[src/rtl/control_sequencer.sv]
// Multi-cycle MIPS control unit: Moore-decoded datapath strobes from a 7-bit state
// register, encoder-driven dispatch in DECODE, and MOC-handshaked memory waits with timeout.
module control_sequencer #(
  parameter int unsigned MOC_TIMEOUT = 16
) (
  input  logic       Clk,
  input  logic       Reset_n,
  input  logic [6:0] State_Sel,
  input  logic       Zero,
  input  logic       MOC,
  output logic [6:0] State,
  output logic       MAR_Ld,
  output logic       MDR_Ld,
  output logic       IR_Ld,
  output logic       PC_Ld,
  output logic       RF_Ld,
  output logic       PC_Sel,
  output logic       MDR_Src,
  output logic       B_Sel,
  output logic [2:0] ALU_Op,
  output logic       RF_Dst,
  output logic       RF_Src,
  output logic       MemEnable,
  output logic       MemRW,
  output logic       Illegal,
  output logic       Bus_Error
);

  typedef enum logic [6:0] {
    S_RESET    = 7'd0,
    S_FETCH_A  = 7'd1,
    S_FETCH_W  = 7'd2,
    S_FETCH_D  = 7'd3,
    S_DECODE   = 7'd4,
    S_ADDU     = 7'd6,
    S_ST_ADDR  = 7'd7,
    S_ST_DATA  = 7'd8,
    S_ST_W     = 7'd9,
    S_BEQ_CMP  = 7'd11,
    S_BEQ_TAKE = 7'd12,
    S_LD_ADDR  = 7'd13,
    S_LD_W     = 7'd14,
    S_LD_WB    = 7'd15,
    S_SUBU     = 7'd17,
    S_ADDIU    = 7'd18,
    S_SLTU     = 7'd19,
    S_FAULT    = 7'd127
  } state_t;

  localparam logic [2:0] ALU_ADD  = 3'b000;
  localparam logic [2:0] ALU_SUB  = 3'b001;
  localparam logic [2:0] ALU_SLTU = 3'b010;

  // Last counter value at which a missing MOC still leaves the block waiting.
  localparam logic [7:0] TIMEOUT_LAST = 8'(MOC_TIMEOUT - 1);

  state_t     state;
  state_t     state_nxt;
  logic [7:0] wait_cnt;
  logic [7:0] wait_cnt_nxt;
  logic       in_wait;
  logic       timed_out;
  state_t     wait_exit;

  always_ff @(posedge Clk or negedge Reset_n) begin
    if (!Reset_n) begin
      state    <= S_RESET;
      wait_cnt <= 8'd0;
    end else begin
      state    <= state_nxt;
      wait_cnt <= wait_cnt_nxt;
    end
  end

  always_comb begin
    in_wait   = 1'b0;
    wait_exit = S_FETCH_A;
    case (state)
      S_FETCH_W: begin in_wait = 1'b1; wait_exit = S_FETCH_D; end
      S_ST_W:    begin in_wait = 1'b1; wait_exit = S_FETCH_A; end
      S_LD_W:    begin in_wait = 1'b1; wait_exit = S_LD_WB;   end
      default:   begin in_wait = 1'b0; wait_exit = S_FETCH_A; end
    endcase
  end

  assign timed_out = (wait_cnt == TIMEOUT_LAST);

  // Next state; MOC takes priority over the timeout when both occur on the same edge.
  always_comb begin
    state_nxt = S_RESET;
    Illegal   = 1'b0;
    case (state)
      S_RESET:    state_nxt = S_FETCH_A;
      S_FETCH_A:  state_nxt = S_FETCH_W;
      S_FETCH_D:  state_nxt = S_DECODE;
      S_DECODE: begin
        case (State_Sel)
          7'd6, 7'd7, 7'd11, 7'd13, 7'd17, 7'd18, 7'd19:
            state_nxt = state_t'(State_Sel);
          default: begin
            Illegal   = 1'b1;
            state_nxt = S_FETCH_A;
          end
        endcase
      end
      S_ADDU, S_SUBU, S_SLTU, S_ADDIU, S_BEQ_TAKE, S_LD_WB:
                  state_nxt = S_FETCH_A;
      S_ST_ADDR:  state_nxt = S_ST_DATA;
      S_ST_DATA:  state_nxt = S_ST_W;
      S_LD_ADDR:  state_nxt = S_LD_W;
      S_BEQ_CMP:  state_nxt = Zero ? S_BEQ_TAKE : S_FETCH_A;
      S_FETCH_W, S_ST_W, S_LD_W: begin
        if (MOC)
          state_nxt = wait_exit;
        else if (timed_out)
          state_nxt = S_FAULT;
        else
          state_nxt = state;
      end
      S_FAULT:    state_nxt = S_FAULT;
      default:    state_nxt = S_RESET;
    endcase
  end

  // Counter restarts on every wait-state entry, so consecutive waits each get a full budget.
  always_comb begin
    wait_cnt_nxt = 8'd0;
    if (in_wait && (state_nxt == state))
      wait_cnt_nxt = wait_cnt + 8'd1;
  end

  // Moore output decode: every strobe is a pure function of the state register.
  always_comb begin
    MAR_Ld    = 1'b0;
    MDR_Ld    = 1'b0;
    IR_Ld     = 1'b0;
    PC_Ld     = 1'b0;
    RF_Ld     = 1'b0;
    PC_Sel    = 1'b0;
    MDR_Src   = 1'b0;
    B_Sel     = 1'b0;
    ALU_Op    = ALU_ADD;
    RF_Dst    = 1'b0;
    RF_Src    = 1'b0;
    MemEnable = 1'b0;
    MemRW     = 1'b0;
    Bus_Error = 1'b0;
    case (state)
      S_FETCH_A: MAR_Ld = 1'b1;
      S_FETCH_W: begin
        MemEnable = 1'b1;
        MemRW     = 1'b1;
        MDR_Ld    = 1'b1;
      end
      S_FETCH_D: begin
        IR_Ld = 1'b1;
        PC_Ld = 1'b1;
      end
      S_ADDU: begin
        ALU_Op = ALU_ADD;
        RF_Ld  = 1'b1;
      end
      S_SUBU: begin
        ALU_Op = ALU_SUB;
        RF_Ld  = 1'b1;
      end
      S_SLTU: begin
        ALU_Op = ALU_SLTU;
        RF_Ld  = 1'b1;
      end
      S_ADDIU: begin
        ALU_Op = ALU_ADD;
        B_Sel  = 1'b1;
        RF_Dst = 1'b1;
        RF_Ld  = 1'b1;
      end
      S_ST_ADDR, S_LD_ADDR: begin
        B_Sel  = 1'b1;
        MAR_Ld = 1'b1;
      end
      S_ST_DATA: begin
        MDR_Src = 1'b1;
        MDR_Ld  = 1'b1;
      end
      S_ST_W: MemEnable = 1'b1;
      S_BEQ_CMP: ALU_Op = ALU_SUB;
      S_BEQ_TAKE: begin
        PC_Ld  = 1'b1;
        PC_Sel = 1'b1;
      end
      S_LD_W: begin
        MemEnable = 1'b1;
        MemRW     = 1'b1;
        MDR_Ld    = 1'b1;
      end
      S_LD_WB: begin
        RF_Ld  = 1'b1;
        RF_Dst = 1'b1;
        RF_Src = 1'b1;
      end
      S_FAULT: Bus_Error = 1'b1;
      default: ;
    endcase
  end

  assign State = state;

endmodule

[config.mk]
export PLATFORM = sky130hd
export DESIGN_NAME = control_sequencer
export DESIGN_NICKNAME = d
export VERILOG_FILES = /design/src/rtl/control_sequencer.sv
export SDC_FILE = /design/constraint.sdc
export NUM_CORES = 1
export LEC_CHECK = 0
export CAP_MARGIN = 25
export CORE_UTILIZATION = 50
export CTS_BUF_LIST = sky130_fd_sc_hd__clkbuf_8
export CTS_CLUSTER_DIAMETER = 50
export DETAILED_ROUTE_END_ITERATION = 8
export GPL_TIMING_DRIVEN = 0
export PLACE_DENSITY = 0.8
export SYNTH_ARGS = -nofsm -noshare
export SYNTH_HDL_FRONTEND = slang
export SYNTH_SLANG_ARGS = --single-unit
[constraint.sdc]
create_clock -name Clk -period 4.64 [get_ports Clk]
set_input_delay 0.464 -clock Clk [delete_from_list [all_inputs] [get_ports Clk]]
set_output_delay 0.464 -clock Clk [all_outputs]
set_load 0.02 [all_outputs]
==> results of run 1 <==
-- cells by family after synthesis --
kind of cell,after synthesis,share of synthesized area (%)
other,1,0.280
XOR/XNOR,11,7.20
AO/OA/AOI/OAI,36,21.1
AND/OR/NAND/NOR,88,37.1
adder cells (fa/ha/maj),1,0.935
flip-flops,15,28.1
buffers and inverters,12,5.24
-- registers in the layout (all words and copies together) (netlist names) --
| signal | cells |
|---|---|
| State | 7 |
| wait_cnt | 8 |
-- how the worst max path moves through the flow --
stage	to	cells after the start	slack, ps
finish	PC_Ld	6	1570
CTS	PC_Ld	6	1580
floorplan	RF_Dst	5	2120
detailed placement	Illegal	6	1620
global route	PC_Ld	6	1440
global placement	Illegal	6	1670
-- critical path: stages, from the launching register on --
cell             delay (ps)
dfrtp_1                 440
or3_1                   380
buf_4                   180
buf_2                   190
or3_1                   440
o21ai_1                 110
clkdlybuf4s50_1         620
-- final cells by class --
type                       instances  share of cell area (%)
buffer                            10                    3.57
clock buffer                       3                    2.36
clock inverter                     1                   0.214
inverter                           2                   0.429
multi-input combinational        137                    51.0
sequential                        15                    21.4
tap                               30                    2.14
timing repair buffer              33                    18.9
-- metal layers --
| layer | vias up | global-route usage [%] | wire length (um) |
|---|---|---|---|
| met1 | 684 | 42.5 | 1660 |
| li1 | 681 | - | - |
| met3 | 8 | 5.08 | 270 |
| met4 | 0 | 14.0 | 79 |
| met5 | - | 0 | 0 |
| met2 | 71 | 42.4 | 1680 |
-- power breakdown --
| group | internal, W | switching [W] |
|---|---|---|
| clock network | 0.0000587 | 0.0000471 |
| registers | 0.000148 | 0.0000235 |
| logic | 0.000212 | 0.000279 |
| total | 0.000419 | 0.000349 |
-- stage by stage --
step | total power (W) | cells
after detailed placement | 0.000653 | 227
final | 0.000768 | 231
after floorplan | 0.000492 | 164
after CTS | 0.000759 | 231
after global placement | 0.000642 | 227
after global routing | 0.000819 | 231
-- cells in the final DEF (no fill, tap or decap), types with 3 or more instances in the layout --
cell type,n
a21o_1,3
a21oi_1,4
a31oi_1,3
and3_1,3
buf_4,6
clkbuf_8,3
clkdlybuf4s50_1,33
dfrtp_1,15
inv_1,3
nand2_1,14
nand2b_1,3
nand3_1,8
nand4b_1,3
nor2_1,19
nor2b_1,3
nor3_1,7
nor4_1,3
o211ai_1,4
o22ai_1,6
or3_1,4
xnor2_1,6
xor2_1,5
==> results.toml, run 1 <==
[cts]
cts_made_buffers = 3
cts_buffer_depth = 2
insertion_delay_ps = 250
clock_sinks = 15
cts_tree = "done"
root_buffer = "clkbuf_8"
ctsResizeCount = 0
cts.clk_slew.worst_paths_ps = 60
htree_levels = 1
cts_setup_buffers = 0
hold_buffers = 0

[yosys]
synth_area_leaders = "dfrtp_1 (28%), nor2_1 (5.3%), nand2_1 (3.9%), xnor2_1 (3.9%), buf_4 (3.4%)"
yosys-top-cells-count = "nor2_1 (19), dfrtp_1 (15), nand2_1 (14)"
synth_edf_count = 0
syn_area_per_cell_um2 = 8.16
syn-num-nets = 176
synth_seq_area_share_pct = 28.1
yosys_warnings = 0
yosys.cell_types.count = 52
syn_inst = 164
synth-seq-cells = 15
synth_area_um2 = 1340
yosysTopAreaCell = "dfrtp_1"
netlist.area_leader.share_pct = 28.1
async_flop_share_pct = 100
yosysMostFrequentCell = "nor2_1"
ys.flop_type = "dfrtp_1"

[sta]
period_share_pct = 66.2
final.setup_skew_ps = 5.99
rsz0062_at_grt = "no"
finalMaxSlewViolations = 0
fmax_mhz = 325
hold_viol = 0
setup_ws_ps = 1570
timing.hold.ws_ps = 468
fin_tns_setup_ps = 0
min_period_ps = 3070
setup_viol = 0
relSlewSlack_pct = 55.2
worst_slew_pin_slew_ps = 669

[die]
core_um2 = 2500
rows = 18
design.die.area_um2 = 2890
start_util_pct = 53.5
die_height_um = 53.7
io_pins = 35
die_w_um = 53.7

[route]
drtIter0Drc = 48
wl_per_cell_um = 16.0
num_vias = 1444
drc = 0
via_per_inst = 6.25
ant_nets = 0
drt-total-wl_um = 3690
drt-pass1-iter-count = 4

[global_route]
overflow = 0
antenna_found_initial = 0
grt_max_degree = 16
grt_pass1_wl_um = 6200
first_global_vias = 1360
gr-usage-all-layers_pct = 29.6

[power]
p_leak_nw = 0.687
vdd_drop_max_v = 0.000383
power_density_nw_per_um2 = 439

[final_layout]
n_fill_cell = 209
syn_to_final_growth_pct = 30.9
seqCellArea_um2 = 375
multi_input_area_um2 = 892
antenna_cells = 0
fin_area_um2 = 1750
finish.utilization_pct = 70.0
fin_nets = 214
drive_above_1_share_pct = 9.95

[placement]
post-place-ws_ps = 1620
dp_hpwl_um = 2830
gp_congestion = 0.879
numPortBuffers = 33
place_area_um2 = 1710

[worst_setup_path]
cp-startpoint = "State[6]"
r2r_slack_ps = 2320
crit_arrival_ps = 2610
worst-setup-path-type = "reg -> out"
crit_path_end_kind = "primary output"
r2r_cells = 6
path_max_fanout = 10
reg2reg_to = "wait_cnt[4]"
cp-start-kind = "register"
r2r-start = "wait_cnt[5]"
cp.required_ps = 4180

[min_path]
hold_class = "reg -> reg"
whs_endpoint = "wait_cnt[0]"
whs_path_depth = 1
worstHoldStart = "wait_cnt[0]"

[run_status]
outcome = "finished, final reports clean"

[run]
cap_violations = 0
(Power assumes the default switching activity.)
==> run 2: changes to the inputs <==
Settings changed: CORE_UTILIZATION 50 to 45, PLACE_DENSITY 0.8 to 0.76.
Clock period 4.64 ns to 2.6 ns, I/O delays scaled along.
==> run 2 against run 1 <==
Against the previous run:
- die area grew 11%
- critical endpoint is now MemEnable
- combinational power is 77% higher
- clock skew down 3.4 ps
- via count increased by 0.21%
- core utilization decreased by 6.9 points
- highest routed layer unchanged
- final cell count increased by 0.43%
- routed wire length up 4.1%
==> results.toml, run 2 (synthesis results as in run 1) <==
[cts]
hold_buffers = 0
cts_made_buffers = 3
cts_buffer_depth = 2
cts_tree = "done"
insertion_delay_ps = 250
cts.clk_slew.worst_paths_ps = 60
clock_sinks = 15
cts_setup_buffers = 0
htree_levels = 1
root_buffer = "clkbuf_8"

[worst_setup_path]
r2r_cells = 7
cp_slowest_cell = "clkdlybuf4s50_1"
crit_cells = 5
crit_path_end_kind = "primary output"
path_max_fanout = 10
critPathBufInv = 2
worst-setup-path-type = "reg -> out"
cpPeakStageDelay_ps = 640
crit_arrival_ps = 2280
cp-start-kind = "register"
cp.required_ps = 2340
cp_top_family = "buffers and inverters"
crit_chain = "buf_2 > nand2_1 > o32a_1 > a21oi_4 > clkdlybuf4s50_1"

[die]
start_util_pct = 48.1
io_pins = 35
design.die.area_um2 = 3190
core_um2 = 2780
rows = 19
die_height_um = 56.5
die_w_um = 56.5

[global_route]
antenna_found_initial = 0
grt_max_degree = 16
first_global_vias = 1374
gr-usage-all-layers_pct = 25.5
overflow = 0
grt_pass1_wl_um = 6460

[final_layout]
largest_reg_flops = 8
fin_nets = 214
drive_above_1_share_pct = 12.4
syn_to_final_growth_pct = 31.2
mostFrequentLayoutCells = "clkdlybuf4s50_1 (27), nor2_1 (19), dfrtp_1 (14), nand2_1 (14), nand3_1 (8)"
largest_register = "wait_cnt"
fin_area_um2 = 1760
layout_commonest_cell = "clkdlybuf4s50_1"
antenna_cells = 0

[sta]
relSlewSlack_pct = 54.3
final.setup_skew_ps = 2.56
setup_viol = 0
rsz0062_at_grt = "no"
fmax_mhz = 394
finalMaxSlewViolations = 0
min_period_ps = 2540
fin_tns_setup_ps = 0
worst_slew_pin_slew_ps = 684
hold_viol = 0
period_share_pct = 97.6

[route]
drt-pass1-iter-count = 4
via_per_inst = 6.24
wl_per_cell_um = 16.6
ant_nets = 0
num_vias = 1447
drt-total-wl_um = 3840
drtIter0Drc = 66
drc = 0

[power]
p_leak_nw = 0.724
vdd_drop_max_v = 0.000524
power_density_nw_per_um2 = 780

[placement]
place_area_um2 = 1710
gp_congestion = 0.909
dp_hpwl_um = 2900
numPortBuffers = 33

[run]
cap_violations = 0

[run_status]
outcome = "finished, final reports clean"

[min_path]
hold_class = "in -> async"
run 2: changes by cell type in the layout (fill, tap and decap cells not counted), sizes merged:
cell / change
clkdlybuf4s50: -6
dlygate4sd2: +3
clkbuf: +1
clkdlybuf4s15: +1
clkinv: +1
dlymetal6s2s: +1
inv: -1
run 2: worst paths after layout:
| kind | slack [ps] | start | endpoint |
|---|---|---|---|
| setup / recovery | 60 | State[3] | MemEnable |
| max in group asynchronous | 1700 | Reset_n | State[1] |
| min in group Clk | 470 | wait_cnt[0] | wait_cnt[0] |
| hold / removal | 420 | Reset_n | wait_cnt[2] |
| setup reg to reg | 240 | State[3] | wait_cnt[4] |
| hold reg to reg | 470 | wait_cnt[0] | wait_cnt[0] |
run 2: timing repair:
item                       in CTS  in global routing
resized for setup               7                  5
pin swaps                       0                  0
setup endpoints to repair       6                  5
run 2: through the flow:
stage / instances / power (W) / util (%) / hold slack [ps] / setup slack (ps)
CTS: 232 / 0.00135 / 63.1 / 445 / 15.0
finish: 232 / 0.00137 / 63.1 / 422 / 62.4
detailed placement: 228 / 0.00116 / 61.4 / 466 / 6.49
global placement: 228 / 0.00115 / 61.4 / 457 / 26.8
floorplan: 164 / 0.000878 / - / -35.6 / 282
global route: 232 / 0.00145 / 63.1 / 484 / 4.50
run 2: final cells by class:
cell class                      instances  area [um2]
Buffer                                 10        63.8
Clock buffer                            3        41.3
Clock inverter                          1        5.00
Fill cell                             242        1030
Inverter                                2        7.51
Multi-Input combinational cell        137         898
Sequential cell                        15         377
Tap cell                               31        38.8
Timing Repair Buffer                   33         324
run 2: power by group:
| group | internal, W | total, W | switching, W |
|---|---|---|---|
| combinational | 0.000369 | 0.000867 | 0.000498 |
| sequential | 0.000266 | 0.000310 | 0.0000442 |
| clock | 0.000106 | 0.000192 | 0.0000854 |
run 2: worst register-to-register path: cells and delay by family (launching register included):
kind,cells,cell delay (ps)
and+or+nand+nor,3,880
AOI/OAI and AO/OA,3,690
DFF,1,410
buffers and inverters,1,260
run 2: metal layers:
layer / global-route usage (%) / routed length (um)
met4: 8.71 / 47
met3: 2.53 / 251
met1: 34.3 / 1640
met5: 0 / 0
met2: 42.7 / 1900
